--- src/rtl/lsu_pkg.sv ---
`default_nettype none
// ============================================================================
// Module      : lsu_pkg
// Description : Shared definitions for the load/store unit. It holds the RV32
//               funct3 encodings, the FSM state type and the funct3-to-size
//               decoder with its illegal-encoding flag.
// Revision    : 1.0 - initial release
// ============================================================================
package lsu_pkg;

   // Load encodings
   localparam logic [2:0] F3_LB  = 3'b000;
   localparam logic [2:0] F3_LH  = 3'b001;
   localparam logic [2:0] F3_LW  = 3'b010;
   localparam logic [2:0] F3_LBU = 3'b100;
   localparam logic [2:0] F3_LHU = 3'b101;
   // Store encodings (these share codes with the signed loads)
   localparam logic [2:0] F3_SB  = 3'b000;
   localparam logic [2:0] F3_SH  = 3'b001;
   localparam logic [2:0] F3_SW  = 3'b010;

   typedef enum logic [1:0] {
      ST_IDLE = 2'd0,
      ST_ACC0 = 2'd1,
      ST_ACC1 = 2'd2,
      ST_RESP = 2'd3
   } lsu_state_e;

   typedef struct packed {
      logic       illegal;
      logic [2:0] nbytes;   // 1, 2 or 4; 0 when illegal
   } lsu_size_t;

   // Access size in bytes for a funct3. LBU/LHU codes have no store
   // counterpart, so they are illegal when we = 1.
   function automatic lsu_size_t size_decode(input logic we, input logic [2:0] funct3);
      lsu_size_t r;
      r.illegal = 1'b0;
      r.nbytes  = 3'd0;
      case (funct3)
         3'b000: r.nbytes = 3'd1;
         3'b001: r.nbytes = 3'd2;
         3'b010: r.nbytes = 3'd4;
         3'b100: begin
            if (we) r.illegal = 1'b1;
            else    r.nbytes  = 3'd1;
         end
         3'b101: begin
            if (we) r.illegal = 1'b1;
            else    r.nbytes  = 3'd2;
         end
         default: r.illegal = 1'b1;
      endcase
      return r;
   endfunction

   function automatic logic funct3_illegal(input logic we, input logic [2:0] funct3);
      lsu_size_t r;
      r = size_decode(we, funct3);
      return r.illegal;
   endfunction

endpackage : lsu_pkg
`default_nettype wire

--- src/rtl/lsu_align.sv ---
`default_nettype none
// ============================================================================
// Module      : lsu_align
// Description : Combinational lane alignment for the load/store unit.
//               Builds the 8-bit two-word byte mask, detects word-crossing
//               accesses, lane-shifts store data across a 64-bit window and
//               merges/extends the two load words into the final result.
// Ports       : we_i      - 1 = store, 0 = load
//               funct3_i  - access encoding
//               offset_i  - byte offset within the first word
//               wdata_i   - right-justified store data
//               lo_i/hi_i - first/second loaded word (hi is 0 if no split)
//               mask_o    - byte mask over {word+1, word}
//               split_o   - access touches the second word
//               wshift_o  - store data shifted into byte lanes
//               rdata_o   - sign/zero-extended load result
// Revision    : 1.0 - initial release
// ============================================================================
module lsu_align
   import lsu_pkg::*;
(
   input  logic        we_i,
   input  logic [2:0]  funct3_i,
   input  logic [1:0]  offset_i,
   input  logic [31:0] wdata_i,
   input  logic [31:0] lo_i,
   input  logic [31:0] hi_i,
   output logic [7:0]  mask_o,
   output logic        split_o,
   output logic [63:0] wshift_o,
   output logic [31:0] rdata_o
);

   lsu_size_t   w_size;
   logic [7:0]  w_base_mask;
   logic [5:0]  w_shamt;
   logic [31:0] w_merged;

   assign w_size  = size_decode(we_i, funct3_i);
   assign w_shamt = {offset_i, 3'b000};

   always_comb begin
      w_base_mask = 8'h00;
      case (w_size.nbytes)
         3'd1:    w_base_mask = 8'h01;
         3'd2:    w_base_mask = 8'h03;
         3'd4:    w_base_mask = 8'h0F;
         default: w_base_mask = 8'h00;
      endcase
   end

   assign mask_o   = w_size.illegal ? 8'h00 : (w_base_mask << offset_i);
   assign split_o  = |mask_o[7:4];
   assign wshift_o = {32'h0, wdata_i} << w_shamt;

   // Only the low word of the shifted pair carries the requested bytes.
   assign w_merged = 32'({hi_i, lo_i} >> w_shamt);

   always_comb begin
      rdata_o = 32'h0;
      if (!w_size.illegal) begin
         case (funct3_i)
            F3_LB:   rdata_o = {{24{w_merged[7]}},  w_merged[7:0]};
            F3_LH:   rdata_o = {{16{w_merged[15]}}, w_merged[15:0]};
            F3_LW:   rdata_o = w_merged;
            F3_LBU:  rdata_o = {24'h0, w_merged[7:0]};
            F3_LHU:  rdata_o = {16'h0, w_merged[15:0]};
            default: rdata_o = 32'h0;
         endcase
      end
   end

endmodule : lsu_align
`default_nettype wire

--- src/rtl/load_store_unit.sv ---
`default_nettype none
// ============================================================================
// Module      : load_store_unit
// Description : Converts byte-addressed RV32 load/store requests into one or
//               two accesses on a word-addressed, byte-masked data memory.
//               Word-crossing accesses are split; load halves are merged and
//               extended. Every accepted request ends with a one-cycle
//               response pulse.
// Ports       : clk, rst_n       - clock, asynchronous active-low reset
//               req_*            - request handshake and fields
//               rsp_*            - completion pulse, load data, error flag
//               mem_*            - data memory interface (combinational read)
// Revision    : 1.0 - initial release
// ============================================================================
module load_store_unit
   import lsu_pkg::*;
#(
   parameter int ADDR_W = 10
)
(
   input  logic              clk,
   input  logic              rst_n,
   input  logic              req_valid,
   output logic              req_ready,
   input  logic              req_we,
   input  logic [2:0]        req_funct3,
   input  logic [ADDR_W-1:0] req_addr,
   input  logic [31:0]       req_wdata,
   output logic              rsp_valid,
   output logic [31:0]       rsp_rdata,
   output logic              rsp_err,
   output logic              mem_load,
   output logic              mem_store,
   output logic [ADDR_W-3:0] mem_address,
   output logic [31:0]       mem_wdata,
   output logic [3:0]        mem_masking,
   input  logic [31:0]       mem_rdata
);

   localparam int WA_W = ADDR_W - 2;

   lsu_state_e        state_q, state_d;
   logic              we_q,    we_d;
   logic [2:0]        f3_q,    f3_d;
   logic [ADDR_W-1:0] addr_q,  addr_d;
   logic [31:0]       wdata_q, wdata_d;
   logic [31:0]       lo_q,    lo_d;
   logic [31:0]       hi_q,    hi_d;
   logic              err_q,   err_d;

   logic [7:0]        w_mask;
   logic              w_split;
   logic [63:0]       w_wshift;
   logic [31:0]       w_ldata;
   logic [WA_W-1:0]   w_word;

   // Alignment works only from latched fields, so no req_* reaches mem_*.
   lsu_align u_align (
      .we_i     (we_q),
      .funct3_i (f3_q),
      .offset_i (addr_q[1:0]),
      .wdata_i  (wdata_q),
      .lo_i     (lo_q),
      .hi_i     (hi_q),
      .mask_o   (w_mask),
      .split_o  (w_split),
      .wshift_o (w_wshift),
      .rdata_o  (w_ldata)
   );

   assign w_word = addr_q[ADDR_W-1:2];

   always_ff @(posedge clk or negedge rst_n) begin
      if (!rst_n) begin
         state_q <= ST_IDLE;
         we_q    <= 1'b0;
         f3_q    <= 3'b000;
         addr_q  <= '0;
         wdata_q <= 32'h0;
         lo_q    <= 32'h0;
         hi_q    <= 32'h0;
         err_q   <= 1'b0;
      end else begin
         state_q <= state_d;
         we_q    <= we_d;
         f3_q    <= f3_d;
         addr_q  <= addr_d;
         wdata_q <= wdata_d;
         lo_q    <= lo_d;
         hi_q    <= hi_d;
         err_q   <= err_d;
      end
   end

   always_comb begin
      state_d     = state_q;
      we_d        = we_q;
      f3_d        = f3_q;
      addr_d      = addr_q;
      wdata_d     = wdata_q;
      lo_d        = lo_q;
      hi_d        = hi_q;
      err_d       = err_q;

      req_ready   = (state_q == ST_IDLE);
      rsp_valid   = 1'b0;
      rsp_rdata   = 32'h0;
      rsp_err     = 1'b0;
      mem_load    = 1'b0;
      mem_store   = 1'b0;
      mem_address = '0;
      mem_wdata   = 32'h0;
      mem_masking = 4'h0;

      case (state_q)
         ST_IDLE: begin
            if (req_valid) begin
               we_d    = req_we;
               f3_d    = req_funct3;
               addr_d  = req_addr;
               wdata_d = req_wdata;
               lo_d    = 32'h0;
               // hi must read as zero for non-split loads
               hi_d    = 32'h0;
               if (funct3_illegal(req_we, req_funct3)) begin
                  err_d   = 1'b1;
                  state_d = ST_RESP;
               end else begin
                  err_d   = 1'b0;
                  state_d = ST_ACC0;
               end
            end
         end

         ST_ACC0: begin
            mem_address = w_word;
            if (we_q) begin
               mem_store   = 1'b1;
               mem_masking = w_mask[3:0];
               mem_wdata   = w_wshift[31:0];
            end else begin
               mem_load = 1'b1;
               lo_d     = mem_rdata;
            end
            state_d = w_split ? ST_ACC1 : ST_RESP;
         end

         ST_ACC1: begin
            // Word address wraps naturally at the top of memory.
            mem_address = w_word + WA_W'(1);
            if (we_q) begin
               mem_store   = 1'b1;
               mem_masking = w_mask[7:4];
               mem_wdata   = w_wshift[63:32];
            end else begin
               mem_load = 1'b1;
               hi_d     = mem_rdata;
            end
            state_d = ST_RESP;
         end

         ST_RESP: begin
            rsp_valid = 1'b1;
            rsp_err   = err_q;
            rsp_rdata = (we_q || err_q) ? 32'h0 : w_ldata;
            state_d   = ST_IDLE;
         end

         default: state_d = ST_IDLE;
      endcase
   end

endmodule : load_store_unit
`default_nettype wire
--- config.mk ---
export PLATFORM = sky130hd
export DESIGN_NAME = load_store_unit
export DESIGN_NICKNAME = d
export VERILOG_FILES = /design/src/rtl/lsu_pkg.sv /design/src/rtl/lsu_align.sv /design/src/rtl/load_store_unit.sv
export SDC_FILE = /design/constraint.sdc
export NUM_CORES = 1
export LEC_CHECK = 0
export ABC_AREA = 0
export BUFFER_PORTS_ARGS = -buffer_cell sky130_fd_sc_hd__buf_2
export CAP_MARGIN = 15
export CORE_MARGIN = 4
export CORE_UTILIZATION = 39
export CTS_CLUSTER_DIAMETER = 100
export DETAILED_ROUTE_END_ITERATION = 7
export HOLD_SLACK_MARGIN = 0.1
export PLACE_DENSITY = 0.7
export SETUP_SLACK_MARGIN = 0.1
export SYNTH_ARGS = -nofsm -noshare
export SYNTH_HDL_FRONTEND = slang
export SYNTH_SLANG_ARGS = --single-unit
--- constraint.sdc ---
create_clock -name clk -period 1.8 [get_ports clk]
set_input_delay 0.36 -clock clk [delete_from_list [all_inputs] [get_ports clk]]
set_output_delay 0.36 -clock clk [all_outputs]
set_load 0.01 [all_outputs]
---- After elaboration in Yosys (flattened, before gate mapping) ----
Cells that the tools add are included.
operators by class
  $add $sub $neg .......................... 1
  eq/ne operators ......................... 17
  reduce and logical (&&, ||, !) cells .... 15
  mux-type cells .......................... 36
  shifts and indexed selects .............. 3
operators with widths
  cell                                           count
  2-to-1 mux 32 bit                              7
  one-hot mux 32 bit (2 select lines)            3
  one-hot mux 32 bit (5 select lines)            1
  << shifter 32 x 5 -> 64 bit                    1
  >> shifter 64 x 5 -> 32 bit                    1
  one-hot mux 8 bit (2 select lines)             1
  == test 3 bit, second input constant           5
  one-hot mux 3 bit (5 select lines)             1
  2-to-1 mux 1 bit                               12
  one-hot mux 4 bit (3 select lines)             1
  == test 3 x 1 -> 1 bit, second input constant  3
  == test 3 x 2 -> 1 bit, second input constant  3
  adder 8 x 1 -> 8 bit, second input constant    1
  2-to-1 mux 4 bit                               2
  2-to-1 mux 8 bit                               1
  one-hot mux 2 bit (4 select lines)             1
  one-hot mux 4 bit (2 select lines)             1
  << shifter 4 x 2 -> 8 bit                      1
  logical NOT 3 bit                              2
  2-to-1 mux 2 bit                               3
  inequality test 2 bit, second input constant   3
  AND reduction 3 bit                            2
  OR reduction 2 bit                             3
  OR reduction 3 bit                             2
  other kinds (8)                                11
word-level totals
  input port bits ......................... 81
  logic and storage cells ................. 80
  register bits after elaboration ......... 113

---- Longest topological paths before layout ----
Gate-level depths: netlist of the first run.
  word-level depth ........................ 9
  gate-level depth with buffers ........... 9
  depth with buffers taken out ............ 6

---- Modules after synthesis ----
A second synthesis of the first run with hierarchy kept.
unflattened totals
  cells, all modules ...................... 817
  area, all modules ....................... 7890.1 µm²
modules (own cells, without submodules)
  module           cells an instance  area an instance (µm²)  sequential area each (µm²)  instances
  load_store_unit  558                5714.2                  2827.7                      1
  lsu_align        259                2175.8                  0.0                         1

---- Worst setup path after synthesis of the first run ----
OpenSTA, ideal clock, no wires.
  path kind ............................... flip-flop to output port
  start point ............................. reg state_q[0]
  end point ............................... out mem_wdata[5]
  slack ................................... -277 ps
  arrival time ............................ 1717 ps
  cell stages (with the launch flop) ...... 9
  cells stage by stage .................... dfrtp_1 inv_1 ha_1 clkbuf_1 and2_1 buf_2 clkbuf_1 nand2_1 a21oi_1
between the ends
  cells in the longest elaborated chain, start to end .. 2
  elaborated cells on any way between the ends .. 3
  those cells by class .................... eq/ne (2); mux (1)
RTL lines
  item                                                     RTL line                text
  from (decl)                                              load_store_unit.sv:42   lsu_state_e state_q, state_d;
  from (signal assigned)                                   load_store_unit.sv:84   state_q <= state_d;
  == test 2 bit or == test 2 x 1 -> 1 bit (tied branches)  load_store_unit.sv:115  case (state_q)
  one-hot mux 32 bit (2 select lines) *                    load_store_unit.sv:115
  to (decl)                                                load_store_unit.sv:35   output logic [31:0] mem_wdata,
Mark *: on every way between the ends. The rest lies on a longest branch, timed or not.

---- Final worst setup path of the first run ----
  start point ............................. reg addr_q[0]
  end point ............................... out rsp_rdata[24]
between the ends
  cells in the longest elaborated chain, start to end .. 5
RTL lines
  item                                 RTL line                text
  from (decl)                          load_store_unit.sv:45   logic [ADDR_W-1:0] addr_q, addr_d;
  from (signal assigned)               load_store_unit.sv:87   addr_q <= addr_d;
  >> shifter 64 x 5 -> 32 bit          lsu_align.sv:57         assign w_merged = 32'({hi_i, lo_i} >> w_shamt);
  one-hot mux 32 bit (5 select lines)  lsu_align.sv:62         case (funct3_i)
  2-to-1 mux 32 bit                    lsu_align.sv:61         if (!w_size.illegal) begin
  2-to-1 mux 32 bit                    load_store_unit.sv:165  rsp_rdata = (we_q || err_q) ? 32'h0 : w_ldata;
  2-to-1 mux 32 bit                    load_store_unit.sv:115
  to (decl)                            load_store_unit.sv:30   output logic [31:0] rsp_rdata,
No other way between the ends.

==> results of run 1 <==
## routing by layer
| layer | GRT usage | up-vias | share of wire |
|---|---|---|---|
| met2 | 0.395 | 374 | 0.48 |
| met1 | 0.337 | 3347 | 0.39 |
| met5 | 0 | - | 0 |
| met3 | 0.0413 | 111 | 0.076 |
| li1 | - | 2963 | - |
| met4 | 0.118 | 0 | 0.050 |
## metrics by stage
stage               instances  hold slack [ns]   util  area [um2]  power, mW
floorplan                 696           0.0644      -        6780       10.5
global placement         1101            0.241  0.504        8290       13.5
detailed placement       1101            0.242  0.504        8290       13.7
CTS                      1156            0.225  0.596        9810       19.6
global route             1167            0.219  0.641       10600       23.3
finish                   1167            0.225  0.641       10600       22.4
## sequential cells by signal (all words and copies together) (netlist names)
name and flops:
addr_q 10, err_q 1, f3_q 3, hi_q 24, lo_q 32, state_q 2
wdata_q 32, we_q 1
## final cells by class
cell class,instances,area (um2),share of cell area
multi-input cells,530,4620,0.437
repair buffers,291,2700,0.255
flip-flops and latches,105,2640,0.250
well taps,220,275,0.0261
clock buffers,14,264,0.0250
clock inverters,2,37.5,0.00356
inverters,5,28.8,0.00273
## logic make-up (layout without fill, tap and decap cells)
logic type | Yosys count | count (layout) | share of synthesized area
and+or+nand+nor | 257 | 257 | 0.180
buffers and inverters | 61 | 312 | 0.0472
muxes | 113 | 113 | 0.222
adders and majority gates | 5 | 5 | 0.00959
xor gates and xnor gates | 5 | 5 | 0.00671
DFF | 105 | 105 | 0.403
AOI/OAI and AO/OA | 150 | 150 | 0.132
## synth_stat cells (2+ instances only)
| cell | number | share of area |
|---|---|---|
| a211oi_1 | 7 | 0.0081 |
| a21oi_1 | 28 | 0.021 |
| a22o_1 | 8 | 0.011 |
| a22oi_1 | 13 | 0.015 |
| and2_1 | 4 | 0.0038 |
| and3_1 | 10 | 0.0096 |
| buf_2 | 23 | 0.018 |
| buf_4 | 5 | 0.0058 |
| buf_6 | 2 | 0.0035 |
| clkbuf_1 | 25 | 0.014 |
| dfrtp_1 | 105 | 0.40 |
| ha_1 | 5 | 0.0096 |
| inv_1 | 5 | 0.0029 |
| mux2_2 | 72 | 0.12 |
| mux2i_1 | 23 | 0.035 |
| mux4_2 | 18 | 0.062 |
| nand2_1 | 138 | 0.079 |
| nand2_2 | 9 | 0.0086 |
| nand2b_1 | 10 | 0.0096 |
| nand3_1 | 19 | 0.015 |
| nand4_1 | 2 | 0.0019 |
| nor2_1 | 36 | 0.021 |
| nor2b_1 | 19 | 0.018 |
| nor3_1 | 2 | 0.0015 |
| o211ai_1 | 3 | 0.0035 |
| o21ai_0 | 77 | 0.059 |
| o21ai_1 | 6 | 0.0046 |
| or2_2 | 2 | 0.0019 |
| xor2_1 | 4 | 0.0054 |
## power by group
part	switching, mW	internal, mW	leakage (nW)
registers	1.33	3.53	1.33
logic	7.56	7.89	3.30
clock network	0.904	1.16	0.143
## timing repair
item,CTS,global route
gates cloned,14,6
endpoints found under the setup margin,115,142
endpoints found under the hold margin,12,0
pin swaps,46,74
gates resized for setup,197,158
hold buffers,1,0
buffers inserted,24,8
## path summary, 6_finish.rpt
| kind | end | slack (ns) | depth (start not counted) |
|---|---|---|---|
| max in group asynchronous | wdata_q[17]$_DFFE_PN0P_ | 0.88 | 3 |
| min | wdata_q[5]$_DFFE_PN0P_ | 0.23 | 2 |
| min reg2reg | lo_q[6]$_DFFE_PN0P_ | 0.49 | 2 |
| min in group asynchronous | lo_q[24]$_DFFE_PN0P_ | 0.40 | 2 |
| max | rsp_rdata[24] | -0.66 | 9 |
| max reg2reg | lo_q[23]$_DFFE_PN0P_ | -0.14 | 10 |
## critical path, cell delays in order, from the launching register on
cell     delay, ns
dfrtp_4       0.52
buf_6         0.15
buf_12        0.13
buf_4         0.15
mux2i_2       0.20
nand2_1       0.12
o21ai_1       0.13
buf_4         0.15
o21ai_2       0.04
buf_2         0.13
==> results.yml, run 1 <==
outcome:
  violations: "setup timing"
  status: "finished with violations"
floorplanning:
  io_pins: 162
  fp.dieH_um: 137
  dieArea_um2: 18900
  start_util: 0.396
  die_x_um: 137
  core_um2: 16500
  rows: 47
global_route:
  overflow: 0
  grt_util_all_layers: 0.250
  grt_pass1_vias: 6699
  antenna_found_initial: 0
  grt_max_degree: 45
  grt_pass1_wl_mm: 36.4
routing:
  drt_iter0_markers: 576
  drt.antenna.violating_nets: 0
  wire_per_inst_um: 22.5
  vias: 6795
  first_pass_iters: 5
  vias_per_cell: 5.82
  drt_wl_total_mm: 26.2
  drc: 0
min_path:
  min_path_type: "input pin to flip-flop"
  min_from: "req_wdata[5]"
worst_setup_path:
  worstSetupStartpoint: "addr_q[0]$_DFFE_PN0P_"
  worst_ep_arrival_time_ns: 2.10
  startpoint_type: "flip-flop"
  crit_fanout: 5
  r2r_start: "state_q[0]$_DFFE_PN0P_"
  path_class: "flip-flop to primary output"
  crit_required_ns: 1.44
  crit_path_end_kind: "primary output"
power:
  p_leak_nw: 4.77
  cellPowerDensity_nw_per_um2: 2120
  vdd_drop_max_mv: 0.963
timing:
  finClkSkew_ns: 0.00563
  hold_viol: 0
  setup_violations: 128
  finalWorstSetupSlack_ns: -0.659
  fmax_mhz: 407
  fin_setup_tns_ns: -41.48
  finalCritPeriodShare: 1.37
  maxSlewHeadroom: 0.783
  fin_crit_ns: 2.46
  rsz0062_at_grt: "yes"
  drv_slew: 0
  worst_slew_pin_slew_ns: 0.326
yosys:
  ys_seq_area_frac: 0.403
  synth_area_um2: 6520
  ys_async_sr_fraction: 1.00
  yosys_warnings: 0
  yosysUniqueCellTypes: 45
  synth_edf_count: 0
  syn_area_per_cell_um2: 9.37
  ys_ff_latch: 105
  syn_inst: 696
  synth_nets: 782
  synth-main-ff-cell: "dfrtp_1"
cts:
  cts_sinks: 105
  cts.htree.levels: 3
  numCtsBuffers: 9
  clk_latency_ns: 0.36
  cts_buffer_depth: 2
  clk_pin_slew_ns: 0.07
  cts_root_buffer: "clkbuf_16"
  tritoncts: "done"
final_layout:
  final_nets: 1028
  drive_above_1_share: 0.633
  antenna_cells: 0
  areaGrowthSynthToFinish_pct: 61.8
  final_common_cell: "buf_2"
  nFillCells: 1217
  final_cell_mix: "buf_2, nand2_1, dfrtp_1, mux2_2"
placement:
  dp_hpwl_mm: 14.3
  dpl_worst_slack_ns: -0.218
  io_buffers: 161
  gp_congestion: 0.825
flow_run:
  cap_viol_max_count: 0
(Power assumes the default switching activity.)
==> inputs of run 2 (changes only) <==
- PLACE_DENSITY: 0.7 -> 0.68
- clock period: 1.8 -> 2.3 ns (I/O delays scaled with it)
==> results.yml, run 2 (synthesis results as in run 1) <==
outcome:
  status: "finished with violations"
  violations: "setup timing"
global_route:
  grt_util_all_layers: 0.219
  grt_pass1_wl_mm: 32.3
  grt_pass1_vias: 5999
  antenna_found_initial: 2
  overflow: 0
  grt_max_degree: 65
final_layout:
  final_cell_mix: "buf_2, nand2_1, dfrtp_1, o21ai_0, mux2_2"
  areaGrowthSynthToFinish_pct: 41.6
  final_nets: 973
  utilization: 0.561
  final_common_cell: "buf_2"
  drive_above_1_share: 0.494
  multiInputGateArea_um2: 4160
  final_cell_area_um2: 9240
  largest_registers: "lo_q (32), wdata_q (32), hi_q (24)"
  nFillCells: 1389
  register_area_um2: 2640
floorplanning:
  fp.dieH_um: 137
  core_um2: 16500
  rows: 47
  io_pins: 162
  start_util: 0.396
  die_x_um: 137
  dieArea_um2: 18900
cts:
  cts_buffer_depth: 2
  numCtsBuffers: 9
  clk_pin_slew_ns: 0.07
  cts_sinks: 105
  tritoncts: "done"
  clk_latency_ns: 0.36
  cts_root_buffer: "clkbuf_16"
  cts.htree.levels: 3
power:
  p_leak_nw: 4.18
  vdd_drop_max_mv: 0.921
  power_frac_clock: 0.121
  cellPowerDensity_nw_per_um2: 1530
  p_switching_mw: 5.98
  p_int_mw: 8.15
  finalPower_mw: 14.1
  swShare: 0.423
  p_comb_frac: 0.612
  power_frac_seq: 0.267
timing:
  fmax_mhz: 394
  setup_violations: 76
  rsz0062_at_grt: "yes"
  finClkSkew_ns: 0.00779
  maxSlewHeadroom: 0.713
  drv_slew: 0
  finalCritPeriodShare: 1.10
  worst_slew_pin_slew_ns: 0.430
  finalWorstSetupSlack_ns: -0.236
  fin_crit_ns: 2.54
  hold_viol: 0
routing:
  drt_iter0_markers: 548
  drc: 0
  vias: 6185
  drt_wl_total_mm: 21.6
  drt.antenna.violating_nets: 0
  wire_per_inst_um: 19.4
  vias_per_cell: 5.56
  first_pass_iters: 5
flow_run:
  cap_viol_max_count: 0
worst_setup_path:
  path_class: "flip-flop to primary output"
  crit_family: "multiplexers"
  crit_fanout: 8
  path_buf_inv: 1
  ff2ff_path_depth: 10
  cpPeakStageDelay_ns: 0.53
  r2r_start: "state_q[1]$_DFFE_PN0P_"
  reg2reg_to: "lo_q[3]$_DFFE_PN0P_"
  startpoint_type: "flip-flop"
  worst_ep_arrival_time_ns: 2.08
  crit_slowest_cell: "mux4_2"
  crit_path_end_kind: "primary output"
  rrSetupSlack_ns: 0.20
  path_cells: "mux4_2 -> nand4b_1 -> and2_4 -> o21ai_2 -> buf_2"
  crit_required_ns: 1.84
placement:
  dpl_worst_slack_ns: -0.0331
  dp_hpwl_mm: 13.8
  place_area_um2: 7690
  io_buffers: 161
  gp_congestion: 0.840
min_path:
  min_path_cells: 2
  min_path_type: "input pin to flip-flop"
  min_to: "addr_q[1]$_DFFE_PN0P_"
  min_from: "req_addr[1]"
==> run 2: per-stage QoR <==
| stage | TNS, ns | hold WS, ns | instances |
|---|---|---|---|
| 3_5_place_dp | -0.0333 | 0.406 | 1056 |
| 4_1_cts | -8.61 | 0.320 | 1099 |
| 6_report | -10.02 | 0.329 | 1113 |
| 3_3_place_gp | -0.00783 | 0.400 | 1056 |
| 2_1_floorplan | 0 | 0.164 | 696 |
| 5_1_grt | -14.22 | 0.324 | 1113 |
==> run 2: worst reg2reg max path: stages, from the launching register on <==
cell	delay (ns)
dfrtp_1	0.38
buf_6	0.12
inv_4	0.04
ha_4	0.16
buf_8	0.12
buf_6	0.13
buf_12	0.14
buf_4	0.17
o211ai_1	0.28
buf_12	0.29
o21ai_0	0.16
==> run 2: cell type report <==
| type | count | area share |
|---|---|---|
| diodes | 1 | 0.000271 |
| multi-input cells | 531 | 0.450 |
| clock inverters | 2 | 0.00650 |
| repair buffers | 235 | 0.197 |
| inverters | 5 | 0.00284 |
| clock buffers | 14 | 0.0286 |
| well taps | 220 | 0.0298 |
| flip-flops and latches | 105 | 0.285 |
==> run 2: power groups by stage <==
stage | sequential [mW] | clock [mW] | combinational, mW
detailed placement | 3.65 | 0 | 6.06
floorplan | 3.29 | 0 | 4.48
global placement | 3.62 | 0 | 5.96
CTS | 3.68 | 1.74 | 7.46
finish | 3.77 | 1.71 | 8.65
global route | 3.89 | 1.80 | 9.29
==> run 2: worst max path at each step <==
stage | start | endpoint | cells after the start
after floorplan | state_q[0]$_DFFE_PN0P_ | mem_wdata[5] | 8
after global placement | we_q$_DFFE_PN0P_ | rsp_rdata[27] | 4
after detailed placement | state_q[1]$_DFFE_PN0P_ | mem_wdata[17] | 7
after CTS | addr_q[0]$_DFFE_PN0P_ | rsp_rdata[29] | 5
after global routing | f3_q[1]$_DFFE_PN0P_ | rsp_rdata[29] | 4
final | addr_q[0]$_DFFE_PN0P_ | rsp_rdata[30] | 5
==> run 2: metal layers <==
metal / global-route usage / wire [um] / up-vias
met1: 0.295 / 9010 / 3063
met5: 0 / 7 / -
met4: 0.0881 / 590 / 2
li1: - / - / 2840
met2: 0.349 / 10600 / 232
met3: 0.0405 / 1370 / 48
==> run 2: what timing repair did <==
action / 4_1_cts / 5_1_grt
pin swaps: 35 / 31
endpoints found under the hold margin: 24 / 0
cloned: 5 / 2
buffers inserted: 21 / 12
gates resized for setup: 130 / 73
hold buffers: 1 / 0
endpoints found under the setup margin: 76 / 77
